===== src/rtl/tulip_mix_pkg.sv =====
// rtl/tulip_mix_pkg.sv - shared types and helpers for the tulip wet/dry mixer
package tulip_mix_pkg;

  localparam int C_MIX_WIDTH = 16;

  typedef logic [C_MIX_WIDTH-1:0] mix_weight_t;

  typedef enum logic {
    STEADY = 1'b0,
    RAMP   = 1'b1
  } mix_state_t;

  // Unity weight for a given weight width: 1.0 in Q(width-1).
  function automatic int C_UNITY(input int width);
    return 1 << (width - 1);
  endfunction

  // Channel index width; a single-channel build still gets one bit.
  function automatic int chan_width(input int n);
    return (n < 2) ? 1 : $clog2(n);
  endfunction

endpackage


===== src/rtl/tulip_mix_ramp.sv =====
// rtl/tulip_mix_ramp.sv - channel counter, target clamp and per-frame weight ramp
module tulip_mix_ramp
  import tulip_mix_pkg::*;
#(
  parameter int G_NUM_CHANNELS = 2,
  parameter int G_MIX_WIDTH    = 16,
  parameter int G_RAMP_LOG2    = 8
) (
  input  logic                                  i_clk,
  input  logic                                  i_reset_n,
  input  logic                                  i_enable,
  input  logic                                  i_bypass,
  input  logic [G_MIX_WIDTH-1:0]                i_mix_level,
  input  logic                                  i_accept,
  output logic [G_MIX_WIDTH-1:0]                o_w,
  output logic [chan_width(G_NUM_CHANNELS)-1:0] o_chan,
  output logic                                  o_busy
);

  localparam int C_CW       = chan_width(G_NUM_CHANNELS);
  localparam int C_U        = C_UNITY(G_MIX_WIDTH);
  localparam int C_STEP_RAW = C_U >> G_RAMP_LOG2;
  localparam int C_STEP     = (C_STEP_RAW == 0) ? 1 : C_STEP_RAW;
  localparam logic [G_MIX_WIDTH-1:0] C_U_W    = G_MIX_WIDTH'(C_U);
  localparam logic [G_MIX_WIDTH-1:0] C_STEP_W = G_MIX_WIDTH'(C_STEP);
  localparam logic [C_CW-1:0]        C_LAST   = C_CW'(G_NUM_CHANNELS - 1);

  logic [G_MIX_WIDTH-1:0] r_w;
  logic [C_CW-1:0]        r_chan;
  mix_state_t             r_state;
  mix_state_t             w_state_next;
  logic [G_MIX_WIDTH-1:0] w_target;
  logic [G_MIX_WIDTH-1:0] w_w_next;
  logic                   w_boundary;

  // The last channel of a frame closes it; that is where w may move.
  assign w_boundary = i_accept && (r_chan == C_LAST);

  // Clamp the target to unity and take at most one step toward it.
  always_comb begin
    w_target = i_bypass ? '0 : ((i_mix_level > C_U_W) ? C_U_W : i_mix_level);
    w_w_next = w_target;
    if (r_w < w_target) begin
      if ((w_target - r_w) > C_STEP_W) w_w_next = r_w + C_STEP_W;
    end else if ((r_w - w_target) > C_STEP_W) begin
      w_w_next = r_w - C_STEP_W;
    end
  end

  // Ramp state only changes on frame boundaries.
  always_comb begin
    w_state_next = r_state;
    if (w_boundary) begin
      case (r_state)
        STEADY:  if (r_w != w_target) w_state_next = RAMP;
        RAMP:    if (w_w_next == w_target) w_state_next = STEADY;
        default: w_state_next = STEADY;
      endcase
    end
  end

  // Counter, weight and state registers; enable=0 flushes like reset.
  always_ff @(posedge i_clk) begin
    if (!i_reset_n || !i_enable) begin
      r_chan  <= '0;
      r_w     <= '0;
      r_state <= STEADY;
    end else begin
      r_state <= w_state_next;
      if (i_accept) r_chan <= (r_chan == C_LAST) ? '0 : r_chan + C_CW'(1);
      if (w_boundary) r_w <= w_w_next;
    end
  end

  assign o_w    = r_w;
  assign o_chan = r_chan;
  assign o_busy = (r_state == RAMP);

endmodule


===== src/rtl/tulip_wet_dry_mixer.sv =====
// rtl/tulip_wet_dry_mixer.sv - dry/wet stream join and 2-stage crossfade MAC
module tulip_wet_dry_mixer
  import tulip_mix_pkg::*;
#(
  parameter int G_DWIDTH       = 24,
  parameter int G_NUM_CHANNELS = 2,
  parameter int G_MIX_WIDTH    = 16,
  parameter int G_RAMP_LOG2    = 8
) (
  input  logic                                  clk,
  input  logic                                  reset_n,
  input  logic                                  enable,
  input  logic                                  bypass,
  input  logic [G_MIX_WIDTH-1:0]                mix_level,
  input  logic [G_DWIDTH-1:0]                   dry_din,
  input  logic                                  dry_din_valid,
  output logic                                  dry_din_ready,
  input  logic [G_DWIDTH-1:0]                   wet_din,
  input  logic                                  wet_din_valid,
  output logic                                  wet_din_ready,
  output logic [G_DWIDTH-1:0]                   dout,
  output logic                                  dout_valid,
  input  logic                                  dout_ready,
  output logic [chan_width(G_NUM_CHANNELS)-1:0] dout_chan,
  output logic                                  busy
);

  localparam int C_CW = chan_width(G_NUM_CHANNELS);
  localparam int C_PW = G_DWIDTH + G_MIX_WIDTH;
  localparam logic [G_MIX_WIDTH-1:0] C_U_W = G_MIX_WIDTH'(C_UNITY(G_MIX_WIDTH));

  logic                   w_run;
  logic                   w_s2_adv;
  logic                   w_pipe_adv;
  logic                   w_accept;
  logic [G_MIX_WIDTH-1:0] w_w;
  logic [C_CW-1:0]        w_chan;
  logic signed [C_PW-1:0] w_dry_ext;
  logic signed [C_PW-1:0] w_wet_ext;
  logic signed [C_PW-1:0] w_kd;
  logic signed [C_PW-1:0] w_kw;
  logic signed [C_PW-1:0] w_pd;
  logic signed [C_PW-1:0] w_pw;
  logic signed [C_PW:0]   w_sum;
  logic [G_DWIDTH-1:0]    w_mix;

  logic                   r_s1_valid;
  logic signed [C_PW-1:0] r_pd;
  logic signed [C_PW-1:0] r_pw;
  logic [C_CW-1:0]        r_s1_chan;

  // Readies are held low while flushing so nothing is taken during reset.
  assign w_run         = reset_n & enable;
  assign w_s2_adv      = !dout_valid || dout_ready;
  assign w_pipe_adv    = !r_s1_valid || w_s2_adv;
  assign dry_din_ready = w_run & wet_din_valid & w_pipe_adv;
  assign wet_din_ready = w_run & dry_din_valid & w_pipe_adv;
  assign w_accept      = w_run & dry_din_valid & wet_din_valid & w_pipe_adv;

  tulip_mix_ramp #(
    .G_NUM_CHANNELS (G_NUM_CHANNELS),
    .G_MIX_WIDTH    (G_MIX_WIDTH),
    .G_RAMP_LOG2    (G_RAMP_LOG2)
  ) u_ramp (
    .i_clk       (clk),
    .i_reset_n   (reset_n),
    .i_enable    (enable),
    .i_bypass    (bypass),
    .i_mix_level (mix_level),
    .i_accept    (w_accept),
    .o_w         (w_w),
    .o_chan      (w_chan),
    .o_busy      (busy)
  );

  // Weights are 0..U, so they enter the multipliers zero-extended (never negative).
  assign w_dry_ext = {{G_MIX_WIDTH{dry_din[G_DWIDTH-1]}}, dry_din};
  assign w_wet_ext = {{G_MIX_WIDTH{wet_din[G_DWIDTH-1]}}, wet_din};
  assign w_kd      = {{G_DWIDTH{1'b0}}, C_U_W - w_w};
  assign w_kw      = {{G_DWIDTH{1'b0}}, w_w};
  assign w_pd      = w_dry_ext * w_kd;
  assign w_pw      = w_wet_ext * w_kw;

  // Convex combination never exceeds the sample range, so truncation is safe.
  assign w_sum = (C_PW + 1)'(r_pd) + (C_PW + 1)'(r_pw);
  assign w_mix = G_DWIDTH'(w_sum >>> (G_MIX_WIDTH - 1));

  // Stage 1: products with the weight and channel captured at accept.
  always_ff @(posedge clk) begin
    if (!w_run) begin
      r_s1_valid <= 1'b0;
      r_pd       <= '0;
      r_pw       <= '0;
      r_s1_chan  <= '0;
    end else if (w_pipe_adv) begin
      r_s1_valid <= w_accept;
      if (w_accept) begin
        r_pd      <= w_pd;
        r_pw      <= w_pw;
        r_s1_chan <= w_chan;
      end
    end
  end

  // Stage 2: sum, floor-shift back to sample scale, hold while stalled.
  always_ff @(posedge clk) begin
    if (!w_run) begin
      dout_valid <= 1'b0;
      dout       <= '0;
      dout_chan  <= '0;
    end else if (w_s2_adv) begin
      dout_valid <= r_s1_valid;
      if (r_s1_valid) begin
        dout      <= w_mix;
        dout_chan <= r_s1_chan;
      end
    end
  end

endmodule


===== config.mk =====
export PLATFORM = sky130hd
export DESIGN_NAME = tulip_wet_dry_mixer
export DESIGN_NICKNAME = d
export VERILOG_FILES = /design/src/rtl/tulip_mix_pkg.sv /design/src/rtl/tulip_mix_ramp.sv /design/src/rtl/tulip_wet_dry_mixer.sv
export SDC_FILE = /design/constraint.sdc
export NUM_CORES = 2
export LEC_CHECK = 0
export CAP_MARGIN = 30
export CORE_UTILIZATION = 40
export DETAILED_ROUTE_END_ITERATION = 8
export SETUP_SLACK_MARGIN = 0.05
export SLEW_MARGIN = 20
export SYNTH_ARGS = -nofsm -noshare
export SYNTH_HDL_FRONTEND = slang
export SYNTH_SLANG_ARGS = --single-unit

===== constraint.sdc =====
create_clock -name clk -period 24.8 [get_ports clk]
set_input_delay 4.96 -clock clk [delete_from_list [all_inputs] [get_ports clk]]
set_output_delay 4.96 -clock clk [all_outputs]
set_load 0.05 [all_outputs]

**Word-level counts from Yosys, hierarchy flattened**

Cells that the tools add are included.

- Output and inout bits: 29
- Bits of input ports: 71
- Bits in latches: 0
- Memories kept: 0
- Memory bits (read-only): 0
- Flip-flop bits (word level): 124
- RAM bits: 0

- Multiplexer cells: 9
- Multiply operators: 2
- $add $sub $neg: 7
- Order comparisons: 4
- Divide/modulo/power cells: 0
- Bitwise gates (word level): 8
- Shift-type cells: 0
- Reduce and logical (&&, ||, !) cells: 10
- Equal/unequal tests: 2

Operator list:

| cell | count |
|---|---|
| $mux 16 | 5 |
| $mul 24x17->39 | 2 |
| $add 39x39->39 | 1 |
| $gt 16x8->1 const B | 2 |
| $sub 16x16->16 | 2 |
| $add 16x8->16 const B | 1 |
| $eq 16x16->1 | 1 |
| $gt 16x16->1 const B | 1 |
| $lt 16x16->1 | 1 |
| $ne 16x16->1 | 1 |
| $sub 16x16->16 const A | 1 |
| $sub 16x8->16 const B | 1 |
| $and 1x1->1 | 7 |
| $logic_not 1->1 | 4 |
| $reduce_and 2->1 | 2 |
| $logic_or 1x1->1 | 3 |
| $mux 1 | 3 |
| $pmux 1 s2 | 1 |
| $add 1x1->1 const B | 1 |
| $logic_and 1x1->1 | 1 |
| $not 1->1 | 1 |

**Depth between registers and ports, before layout**

- Depth after elaboration: 10
- Depth in mapped cells: 33
- Gate-level depth less buffers: 31

**Cells and area by module**

A second synthesis with hierarchy kept.

- Cell total of the unflattened synthesis: 4111
- Area total of the unflattened synthesis: 35591.6 µm²

By module, submodules not included:

| module | cells an instance | sequential area each (µm²) | times used | area an instance (µm²) |
|---|---|---|---|---|
| tulip_wet_dry_mixer | 3660 | 2122.0 | 1 | 32296.0 |
| tulip_mix_ramp | 451 | 360.3 | 1 | 3295.7 |

**Worst setup path after synthesis**

No wires, ideal clock.

- Path type: input to register
- From: in wet_din[12]
- To: reg r_pw[38]
- Setup time: 0.124 ns
- Data required time: 24.676 ns
- Stages on the path: 25
- Arrival time: 10.946 ns
- Path slack: 13.729 ns
- Path through: clkbuf_1 -> nand2_1 -> fa_1 -> inv_1 -> fa_1 -> inv_1 -> fa_1 -> inv_1 -> fa_1 -> inv_1 -> fa_1 -> inv_1 -> fa_1 -> ha_1 -> a21oi_1 -> o21ai_0 -> o31ai_1 -> a31oi_1 -> a41o_1 -> a21o_1 -> o41ai_1 -> o2111ai_1 -> a21oi_1 -> xnor2_1 -> o21ai_1

- Longest elaborated chain between the ends: 1

Ends and longest elaborated chain:

| item | RTL line | source |
|---|---|---|
| start: declaration | tulip_wet_dry_mixer.sv:18 | `input logic [G_DWIDTH-1:0] wet_din,` |
| $mul 24x17->39 | tulip_wet_dry_mixer.sv:82 | `assign w_pw = w_wet_ext * w_kw;` |
| end signal: assignment | tulip_wet_dry_mixer.sv:99 | `r_pw <= w_pw;` |
| end: declaration | tulip_wet_dry_mixer.sv:49 | `logic signed [C_PW-1:0] r_pw;` |

No other way between the ends.
A chain may end at the register's enable or synchronous reset.

**Worst setup path in the final report**

- From: in reset_n
- To: out dry_din_ready

- Longest elaborated chain between the ends: 3

Ends and longest elaborated chain:

| item | RTL line | source |
|---|---|---|
| start: declaration | tulip_wet_dry_mixer.sv:11 | `input logic reset_n,` |
| $and 1x1->1 | tulip_wet_dry_mixer.sv:53 | `assign w_run = reset_n & enable;` |
| $and 1x1->1 (2 in series) | tulip_wet_dry_mixer.sv:56 | `assign dry_din_ready = w_run & wet_din_valid & w_pipe_adv;` |
| end: declaration | tulip_wet_dry_mixer.sv:17 | `output logic dry_din_ready,` |

No other way between the ends.

==> impl_metrics.tcl <==
set metrics [dict create \
    p_total_w 0.000580 \
    routed-wl-met2_um 44200 \
    synth_cell_types 92 \
    dieWidth_um 298 \
    placed_cells 5175 \
    ios 100 \
    slew_headroom_pct 32.8 \
    fin_worst_skew_ps 12.3 \
    r2r_cells 29 \
    timing.final.max_slew_violations 0 \
    yosysSeqAreaShare_pct 7.08 \
    ys_seq_elements 124 \
    fin_crit_sh_pct 50.6 \
    finalHoldViolCount 0 \
    synthArstFlopShare_pct 0 \
    grt_max_degree 107 \
    tritoncts "built" \
    layout-drive-gt1-share_pct 2.93 \
    grt_pass1_vias 28436 \
    r2r-end "r_pd[37]" \
    yosys_warnings 0 \
    final_nets 5110 \
    worstHoldEndpoint "r_pw[0]" \
    synth_cells 4074 \
    worstPathCellList "clkdlybuf4s50_1, and2_4, and3_1, clkdlybuf4s50_1" \
    track_usage_pct 21.2 \
    max-vdd-ir-drop_v 0.0000503 \
    stdcell_count 5214 \
    dr.pass1.iters 5 \
    setup_tns_ps 0 \
    syn-num-nets 5140 \
    hold_depth 2 \
    synth_edf_count 0 \
    hold_buffers 0 \
    die_area_um2 88800 \
    cts_made_buffers 17 \
    dp_hpwl_um 71800 \
    worst_slew_pin_slew_ps 1010 \
    critPathMaxFanout 48 \
    synth_area_um2 35000 \
    critPathLaunchType "input pin" \
    avgSynthCellArea_um2 8.60 \
    antenna_found_initial 0 \
    cpMostUsedCell "clkdlybuf4s50_1" \
    postCtsSetupBuffers 0 \
    routedWlPerCell_um 17.2 \
    leakage_nw 17.9 \
    critPathKind "in2out" \
    cp-end-kind "output port" \
    post-route-util_pct 43.6 \
    clk_latency_ps 440 \
    highest_layer "met4" \
    setup_viol 0 \
    synthFlopType "dfxtp_1" \
    critPathRequiredTime_ps 19840 \
    critPathSlowestCell "clkdlybuf4s50_1" \
    cts.path.max_buffers 2 \
    root_buffer "clkbuf_16" \
    gp_congestion 0.850 \
    die_h_um 298 \
    grt_pass1_wl_um 151000 \
    port-buffer-count 99 \
    clk_pin_slew_ps 60 \
    fmax_mhz 79.6 \
    cts_sinks 124 \
    cap_violations 0 \
    core-area_um2 86800 \
    slowest_delay_ps 930 \
    grt_remaining_overflow 0 \
    period_needed_ps 12560 \
    drtIter0Drc 1220 \
    synthToLayoutAreaGrowth_pct 7.94 \
    via_per_inst 5.08 \
    wl_met3_um 3430 \
    r2r_start "u_ramp.o_w[0]" \
    rows 108 \
    met1_length_um 40500 \
    final_area_um2 37800 \
    wl_um 89400 \
    h-tree-depth 4 \
    cts_resized 0 \
    min-delay-start "r_pw[0]" \
    placed_cell_area_um2 37100 \
    antenna_left 0 \
    num_vias 26487 \
    post-route-drc-count 0 \
    status "completed" \
    floorplan.initialDensity_pct 40.4 \
    holdCritPathClass "reg2reg" \
    powerDensity_nw_per_um2 15.3 \
    grt_setup_unrepaired "false" \
    crit_arrival_ps 7600 \
    rrSetupSlack_ps 15160 \
]
-- metrics by stage --
step	setup slack (ps)	hold slack, ps
5_1_grt	12150	467
3_5_place_dp	12220	444
3_3_place_gp	12290	440
4_1_cts	12280	457
2_1_floorplan	13730	432
6_report	12240	455
-- critical path: cells and delay by family --
kind | cells | cell delay [ps]
buffers and inverters | 2 | 1410
AND/OR/NAND/NOR | 2 | 1200
-- where the power goes --
part	switching (W)	leakage, nW	total (W)	internal, W
Sequential	0.000000958	1.00	0.000201	0.000200
Clock	0.000111	0.273	0.000244	0.000133
Combinational	0.0000852	16.7	0.000134	0.0000487
-- layer usage --
| metal | global-route usage [%] | vias to the layer above |
|---|---|---|
| li1 | - | 12327 |
| met3 | 2.08 | 77 |
| met1 | 28.9 | 13526 |
| met4 | 3.60 | 0 |
| met5 | 0 | - |
| met2 | 36.7 | 557 |
-- state kept, by name, indices dropped and copies added (netlist names) --
register / count
u_ramp.o_chan: 1
u_ramp.o_w: 16
r_s1_chan: 1
dout_chan: 1
dout: 24
u_ramp.o_busy: 1
r_s1_valid: 1
dout_valid: 1
r_pw: 39
r_pd: 39
-- worst max path at each step --
stage                           start             to  cells past startpoint
after global routing          reset_n  dry_din_ready                      4
final                         reset_n  dry_din_ready                      4
after CTS                     reset_n  dry_din_ready                      4
after global placement        reset_n  dry_din_ready                      4
after floorplan           wet_din[12]       r_pw[38]                     25
after detailed placement  wet_din[12]       r_pw[37]                     25
-- logic make-up after synthesis --
| kind of cell | after synthesis | share of synthesized area, % |
|---|---|---|
| muxes | 5 | 0.179 |
| adders and majority gates | 995 | 51.2 |
| and+or+nand+nor | 1247 | 17.2 |
| AOI/OAI and AO/OA | 482 | 8.92 |
| DFF | 124 | 7.08 |
| buffers and inverters | 1073 | 11.7 |
| xor gates and xnor gates | 148 | 3.70 |
-- cell usage in the layout (no fill, tap or decap), drive strengths merged, types with 12 or more instances in the layout --
| cell type | instances |
|---|---|
| a21o | 58 |
| a21oi | 129 |
| a31oi | 13 |
| and2 | 323 |
| and3 | 16 |
| buf | 36 |
| clkbuf | 17 |
| clkdlybuf4s50 | 99 |
| dfxtp | 124 |
| fa | 731 |
| ha | 264 |
| inv | 897 |
| nand2 | 574 |
| nand2b | 19 |
| nand3 | 121 |
| nand4 | 18 |
| nor2 | 74 |
| nor2b | 40 |
| nor3 | 31 |
| o21a | 20 |
| o21ai | 134 |
| o21bai | 16 |
| o31ai | 12 |
| xnor2 | 99 |
| xor2 | 49 |
-- cells in the mapped netlist, types with 4 or more instances --
| master | number | area (µm²) |
|---|---|---|
| a211o_1 | 7 | 61.3 |
| a211oi_1 | 9 | 67.6 |
| a21o_1 | 57 | 428 |
| a21oi_1 | 127 | 636 |
| a221oi_1 | 7 | 61.3 |
| a22oi_1 | 5 | 37.5 |
| a31o_2 | 5 | 43.8 |
| a31oi_1 | 12 | 75.1 |
| and2_1 | 321 | 2010 |
| and3_1 | 16 | 100 |
| buf_1 | 9 | 33.8 |
| buf_2 | 4 | 20.0 |
| buf_6 | 5 | 56.3 |
| clkbuf_1 | 160 | 601 |
| dfxtp_1 | 124 | 2480 |
| fa_1 | 731 | 14600 |
| ha_1 | 264 | 3300 |
| inv_1 | 888 | 3330 |
| mux2i_1 | 4 | 40.0 |
| nand2_1 | 573 | 2150 |
| nand2b_1 | 19 | 119 |
| nand3_1 | 121 | 606 |
| nand4_1 | 18 | 113 |
| nor2_1 | 74 | 278 |
| nor2b_1 | 40 | 250 |
| nor3_1 | 31 | 155 |
| nor4_1 | 8 | 50.1 |
| o211ai_1 | 9 | 67.6 |
| o21a_1 | 20 | 150 |
| o21ai_0 | 129 | 646 |
| o21ai_1 | 4 | 20.0 |
| o21bai_1 | 16 | 120 |
| o221ai_1 | 6 | 52.6 |
| o22ai_1 | 8 | 50.1 |
| o31a_1 | 4 | 35.0 |
| o31ai_1 | 12 | 90.1 |
| or2_2 | 4 | 25.0 |
| or3_1 | 7 | 43.8 |
| xnor2_1 | 99 | 867 |
| xor2_1 | 49 | 429 |
-- cell type report --
type	instances	area, µm²
diodes	2	5.00
well taps	1155	1450
flip-flops and latches	124	2480
multi-input cells	2877	28600
clock buffers	17	425
repair buffers	135	1350
inverters	889	3340
clock inverters	15	148
fillers	8622	48900
(Power assumes the default switching activity.)
